`src/rtl/upsample2x_unpool.sv`:
```
`default_nettype none
// ============================================================================
// Module   : upsample2x_unpool
// Brief    : Nearest-neighbour 2x2 upsampler; repeats each pixel and replays
//            each row from an internal row buffer.
// Revision : 1.0
// ============================================================================
module upsample2x_unpool #(
   parameter int DATA_W = 8,
   parameter int IN_W   = 16,
   parameter int IN_H   = 16
) (
   input  logic              clk,
   input  logic              rst_n,
   input  logic              din_valid,
   output logic              din_ready,
   input  logic [DATA_W-1:0] din,
   output logic              dout_valid,
   input  logic              dout_ready,
   output logic [DATA_W-1:0] dout,
   output logic              dout_eol,
   output logic              dout_eof
);

   localparam int c_COL_W = (IN_W > 1) ? $clog2(IN_W) : 1;
   localparam int c_ROW_W = (IN_H > 1) ? $clog2(IN_H) : 1;
   localparam logic [c_COL_W-1:0] c_COL_LAST = c_COL_W'(IN_W - 1);
   localparam logic [c_ROW_W-1:0] c_ROW_LAST = c_ROW_W'(IN_H - 1);

   typedef enum logic [0:0] {
      S_FIRST  = 1'b0,
      S_REPLAY = 1'b1
   } state_t;

   state_t              r_st;
   logic [c_COL_W-1:0]  r_col;
   logic                r_phase;
   logic [c_ROW_W-1:0]  r_row;
   logic [DATA_W-1:0]   r_hold_data;
   logic                r_hold_valid;
   logic [DATA_W-1:0]   r_rowbuf [IN_W];

   logic                w_col_last;
   logic                w_row_end;
   logic                w_in_xfer;
   logic                w_out_xfer;
   logic [c_COL_W-1:0]  w_wr_col;

   assign w_col_last = (r_col == c_COL_LAST);
   assign w_row_end  = r_phase && w_col_last;

   // The last pixel of a row blocks input: the next pixel starts a new input row.
   assign din_ready  = (r_st == S_FIRST) &&
                       (!r_hold_valid || (r_phase && dout_ready && !w_col_last));
   assign dout_valid = (r_st == S_REPLAY) || r_hold_valid;
   assign dout       = (r_st == S_REPLAY) ? r_rowbuf[r_col] : r_hold_data;
   assign dout_eol   = dout_valid && w_row_end;
   assign dout_eof   = dout_eol && (r_st == S_REPLAY) && (r_row == c_ROW_LAST);

   assign w_in_xfer  = din_valid && din_ready;
   assign w_out_xfer = dout_valid && dout_ready;

   // A pixel accepted while the hold is still busy belongs to the next column.
   assign w_wr_col   = r_hold_valid ? (r_col + 1'b1) : r_col;

   always_ff @(posedge clk) begin
      if (w_in_xfer) begin
         r_rowbuf[w_wr_col] <= din;
      end
   end

   always_ff @(posedge clk or negedge rst_n) begin
      if (!rst_n) begin
         r_st         <= S_FIRST;
         r_col        <= '0;
         r_phase      <= 1'b0;
         r_row        <= '0;
         r_hold_data  <= '0;
         r_hold_valid <= 1'b0;
      end else begin
         if (w_out_xfer) begin
            if (!r_phase) begin
               r_phase <= 1'b1;
            end else begin
               r_phase      <= 1'b0;
               r_hold_valid <= 1'b0;
               if (w_col_last) begin
                  r_col <= '0;
                  if (r_st == S_FIRST) begin
                     r_st <= S_REPLAY;
                  end else begin
                     r_st  <= S_FIRST;
                     r_row <= (r_row == c_ROW_LAST) ? '0 : r_row + 1'b1;
                  end
               end else begin
                  r_col <= r_col + 1'b1;
               end
            end
         end
         // A simultaneous input overrides the hold release, so no bubble appears.
         if (w_in_xfer) begin
            r_hold_data  <= din;
            r_hold_valid <= 1'b1;
         end
      end
   end

endmodule
`default_nettype wire

```
`config.mk`:
```
export PLATFORM = sky130hd
export DESIGN_NAME = upsample2x_unpool
export DESIGN_NICKNAME = d
export VERILOG_FILES = /design/src/rtl/upsample2x_unpool.sv
export SDC_FILE = /design/constraint.sdc
export NUM_CORES = 1
export LEC_CHECK = 0
export ABC_CLOCK_PERIOD_IN_PS = 4250
export BUFFER_PORTS_ARGS = -buffer_cell sky130_fd_sc_hd__buf_2
export CAP_MARGIN = 20
export CORE_UTILIZATION = 40
export CTS_CLUSTER_SIZE = 8
export DETAILED_ROUTE_END_ITERATION = 10
export PLACE_DENSITY = 0.58
export SYNTH_ARGS = -nofsm -noshare
export SYNTH_HDL_FRONTEND = slang
export SYNTH_SLANG_ARGS = --single-unit
export TNS_END_PERCENT = 1
```
`constraint.sdc`:
```
create_clock -name clk -period 4.25 [get_ports clk]
set_input_delay 0.6375 -clock clk [delete_from_list [all_inputs] [get_ports clk]]
set_output_delay 0.6375 -clock clk [all_outputs]
set_load 0.01 [all_outputs]
```
# --- After elaboration in Yosys (flattened, before gate mapping) ---
# Memory sizes are Yosys's and may differ from the RTL's.
# Cells that the tools add are included.
# Widths: inputs -> output; s select.
op_classes:
  magnitude_cmp: 0
  n_mul: 0
  div: 0
  muxes: 11
  n_shift: 0
  n_reduce_logical: 19
  n_addsub: 2
  eq_ne: 2
  n_bitwise: 1
op_table:
  columns: ["operator", "count"]
  rows:
  - ["$mux 4", 3]
  - ["$logic_and 1x1->1", 9]
  - ["$add 4x1->4 const B", 2]
  - ["$eq 4x4->1 const B", 2]
  - ["$mux 8", 1]
  - ["$mux 1", 7]
  - ["$reduce_and 2->1", 2]
  - ["$reduce_and 4->1", 1]
  - ["$reduce_bool 2->1", 2]
  - ["$reduce_and 3->1", 1]
  - ["$logic_not 1->1", 2]
  - ["$logic_or 1x1->1", 2]
  - ["$not 1->1", 1]
totals:
  output_inout_bits: 12
  ff_bits: 19
  ramBits: 128
  in_bits: 12
  memories: 1
  latchBits: 0
  wordCells: 42
  mem_bits_ro: 0
mem_list:
  columns: ["name", "depth", "word_bits", "rd", "rd_ports_with_merged_regs", "wr", "line_no", "rtl"]
  rows:
  - ["r_rowbuf", 16, 8, 1, 0, 1, "41", "logic [DATA_W-1:0] r_rowbuf [IN_W];"]

# --- Depth between registers and ports, before layout ---
depth:
  depth_word: 8
  ltp_mapped: 7
  depth_no_buf: 5

# --- Least setup slack after synthesis ---
# Ideal clock, no wire load.
synth_timing:
  path_kind: "register to register"
  start: "reg r_col[0]"
  end: "mem r_rowbuf[1][0] (enable)"
  path_buffers: 2
  required_ns: 3.880
  setup_slack_ns: 2.022
  synth_period_minus_slack_ns: 2.228
  stages_incl_launch_ff: 8
  setup_time_ns: 0.370
  arrival_time_ns: 1.858
  path_cell_list: "dfrtp_1 > ha_1 > buf_2 > and3_1 > clkbuf_1 > o21ai_4 > o211ai_1 > nor2_1"
synth_between:
  elab_chain_cells: 8
  word_cells_on_any_way: 10
  classes_between: "add/sub: 1; eq/ne: 1; mux: 3; reduce/logical: 5"
synth_rtl:
  columns: ["element", "line_no", "rtl"]
  rows:
  - ["start, declared", "36", "logic [c_COL_W-1:0] r_col;"]
  - ["start signal, assigned", "96", "r_col <= r_col + 1'b1;"]
  - ["$eq 4x4->1", "49", "assign w_col_last = (r_col == c_COL_LAST);"]
  - ["$logic_not 1->1", "54", "(!r_hold_valid || (r_phase && dout_ready && !w_col_last));"]
  - ["$logic_and 1x1->1", "54", null]
  - ["$logic_or 1x1->1", "54", null]
  - ["$logic_and 1x1->1", "53", "assign din_ready = (r_st == S_FIRST) &&"]
  - ["$logic_and 1x1->1", "60", "assign w_in_xfer = din_valid && din_ready;"]
  - ["$mux 1", "67", "if (w_in_xfer) begin"]
  - ["$mux 1 (not written as such)", "68", "r_rowbuf[w_wr_col] <= din;"]
  - ["end, declared", "41", null]
# Several ways; a longest one is shown, not always the timed one.

# --- Worst setup path in the final report ---
layout_timing:
  start: "reg r_col[1]"
  end: "out dout[1]"
layout_between:
  elab_chain_cells: 2
layout_rtl:
  columns: ["element", "line_no", "rtl"]
  rows:
  - ["$mem_v2 16x8", null, null]
  - ["$mux 8", "56", "assign dout = (r_st == S_REPLAY) ? r_rowbuf[r_col] : r_hold_data;"]
  - ["end, declared", "20", "output logic [DATA_W-1:0] dout,"]
# No other way between the ends.

==> flow_metrics.py <==
metrics = {
    "clocking": {
        "cts.sinks": 147,
        "cts_max_level": 4,
        "cts_setup_buffers": 0,
        "path_clk_slew_ns": 0.06,
        "clock_path_buffers": 2,
        "cts_hold_buffers": 0,
        "clockRootBuffer": "clkbuf_16",
        "clock_latency_ns": 0.42,
        "cts_repair_resize_count": 0,
        "cts_inserted_buffers": 17,
        "cts_tree": "yes",
    },
    "layout": {
        "layout_commonest_cell": "edfxtp_1",
        "layout.nets": 378,
        "antenna_cells": 0,
        "syn_to_final_growth_pct": 14.00,
        "nFillCells": 1239,
        "drive_above_1_share": 0.2573,
        "final_cell_mix": "edfxtp_1 (128), buf_2 (23), nor2_1 (21)",
    },
    "synth": {
        "synthesis.nets": 352,
        "ys_seq_area_frac": 0.7055,
        "yosys.area.top_type": "edfxtp_1",
        "ys_seq_elements": 147,
        "synth_cell_type_count": 40,
        "yosysWarningCount": 0,
        "synth_cells": 338,
        "yosysTopAreaCellShare": 0.6278,
        "syn_avg_cell_area_um2": 18.11,
        "syn-cell-area_um2": 6122,
        "ys_top_cells_by_area": "edfxtp_1 (63%), dfrtp_1 (7.8%), mux4_1 (7.7%), mux4_2 (5.2%), mux2_2 (3.3%)",
    },
    "floorplan": {
        "dieArea_um2": 15800,
        "chipWidth_um": 125.7,
        "die_height_um": 125.7,
        "placement_rows": 44,
        "fp.coreArea_um2": 14750,
        "boundaryPins": 24,
        "initial_utilization": 0.4149,
    },
    "setup_path": {
        "rr_worst_depth": 5,
        "cp_max_fo": 24,
        "critPathKind": "reg2out",
        "worstReg2RegStart": "r_col[2]",
        "r2r_end": "r_rowbuf[14][5]",
        "crit_arrival_ns": 2.72,
        "cp-start-kind": "flip-flop",
        "critPathRequiredTime_ns": 3.61,
        "reg2reg_slack_ns": 1.31,
        "endpoint_kind": "output port",
    },
    "power": {
        "power_per_cell_area_nw_per_um2": 660.5,
        "p_leak_nw": 2.367,
        "ir_drop_uv": 339.5,
    },
    "sta": {
        "period_minus_slack_ns": 3.354,
        "drv_slew": 0,
        "finalSetupViolCount": 0,
        "tightest_slew_ns": 0.9563,
        "skew_ns": 0.009301,
        "finalWorstSetupSlack_ns": 0.8964,
        "grt_setup_unrepaired": "false",
        "worst_hold_slack_ns": 0.1736,
        "clock.fmax_mhz": 298.2,
        "slew_headroom": 0.3601,
        "setup_tns_ns": 0,
        "fin_crit_sh": 0.7891,
        "hold_viol_final": 0,
    },
    "global_routing": {
        "grt_pass1_vias": 3075,
        "grt_max_degree": 26,
        "grt_first_pass_wirelength_um": 18540,
        "grt_overflow": 0,
        "grtUsageTotal": 0.1646,
        "antenna_found_initial": 0,
    },
    "placement": {
        "gp_congestion": 0.7290,
        "post-place-ws_ns": 1.258,
        "port_buffers": 23,
        "place_hpwl_um": 7732,
    },
    "route": {
        "via_per_inst": 5.615,
        "drtIter0Drc": 226,
        "ant_nets": 0,
        "dr.pass1.iters": 4,
        "finalWirelength_um": 11920,
        "vias": 3150,
        "avgRoutedWirePerCell_um": 21.25,
        "remaining_drc_errors": 0,
    },
    "run_status": {
        "status": "complete, no violations",
    },
    "job": {
        "cap_violations": 0,
    },
    "hold_path": {
        "hold_path.class": "in2async",
    },
}
worst max-delay path, cell delays in order (launching register included):
cell and delay, ns:
dfrtp_2 0.73, buf_4 0.44, mux4_2 0.55, o22ai_1 0.18
a21oi_1 0.16, buf_2 0.23
cell usage after synthesis, drive strengths merged:
master / count
dfrtp: 19
and3: 3
or2: 2
a32o: 2
a22oi: 1
nor2: 21
nand4: 2
buf: 12
a21o: 1
mux2i: 1
nand3b: 2
a2bb2oi: 1
o31ai: 2
ha: 2
edfxtp: 128
nand2b: 2
and3b: 1
mux4: 32
o21ai: 8
clkbuf: 10
xnor2: 2
o211ai: 1
a21oi: 12
and2: 1
xor2: 2
o211a: 1
mux2: 18
nand2: 12
nor2b: 5
nor3b: 3
inv: 1
a21bo: 1
nand3: 10
o22ai: 16
a22o: 1
layout make-up:
class	instances	area (um^2)	area share
Sequential cell	147	4320	0.6190
Multi-Input combinational cell	168	1684	0.2413
Clock buffer	20	446.7	0.06400
Tap cell	184	230.2	0.03299
Timing Repair Buffer	29	160.2	0.02295
Clock inverter	12	133.9	0.01918
Inverter	1	3.754	0.0005378
routing by layer:
layer,wire (um),vias up,GRT usage
met5,0,-,0
li1,-,1428,-
met2,5689,88,0.2451
met4,235,0,0.07747
met1,5247,1618,0.2271
met3,749,16,0.04248
flip-flops by register name, indices dropped and copies added, names as in the netlist:
name and cells:
r_rowbuf 128, r_row 4, r_hold_valid 1, r_st 1, r_col 4, r_hold_data 8
r_phase 1
worst max path at each step:
stage | cells after the start | slack (ns) | startpoint | endpoint
after floorplan | 7 | 2.02 | r_col[0] | r_rowbuf[1][0]
after detailed placement | 5 | 1.26 | r_col[2] | r_rowbuf[10][2]
after CTS | 5 | 0.83 | r_col[1] | dout[1]
final | 5 | 0.90 | r_col[1] | dout[1]
after global routing | 5 | 0.72 | r_col[1] | dout[0]
after global placement | 5 | 1.31 | r_col[1] | dout[3]
per-stage QoR:
stage                 util  total power [mW]  cell area [um^2]  std cells
global route        0.4730             4.825              6979        561
finish              0.4730             4.610              6979        561
detailed placement  0.4337             3.205              6399        529
CTS                 0.4730             4.650              6979        561
global placement    0.4337             3.188              6399        529
floorplan                -             2.855              6122        338
where the power goes:
group	switching, mW	internal (mW)	leakage, nW
registers	0.228	1.75	1.39
logic	0.592	0.593	0.710
clock network	0.567	0.879	0.269
total	1.39	3.22	2.37
kinds of logic after synthesis:
group	after synthesis	share of synthesized area
mux	51	0.1635
simple gates	64	0.05171
compound gates	47	0.05007
buf+inv	23	0.01941
flops	147	0.7055
fa+ha+maj	2	0.004087
xor+xnor	4	0.005724
Power figures use the tool's default switching activity.
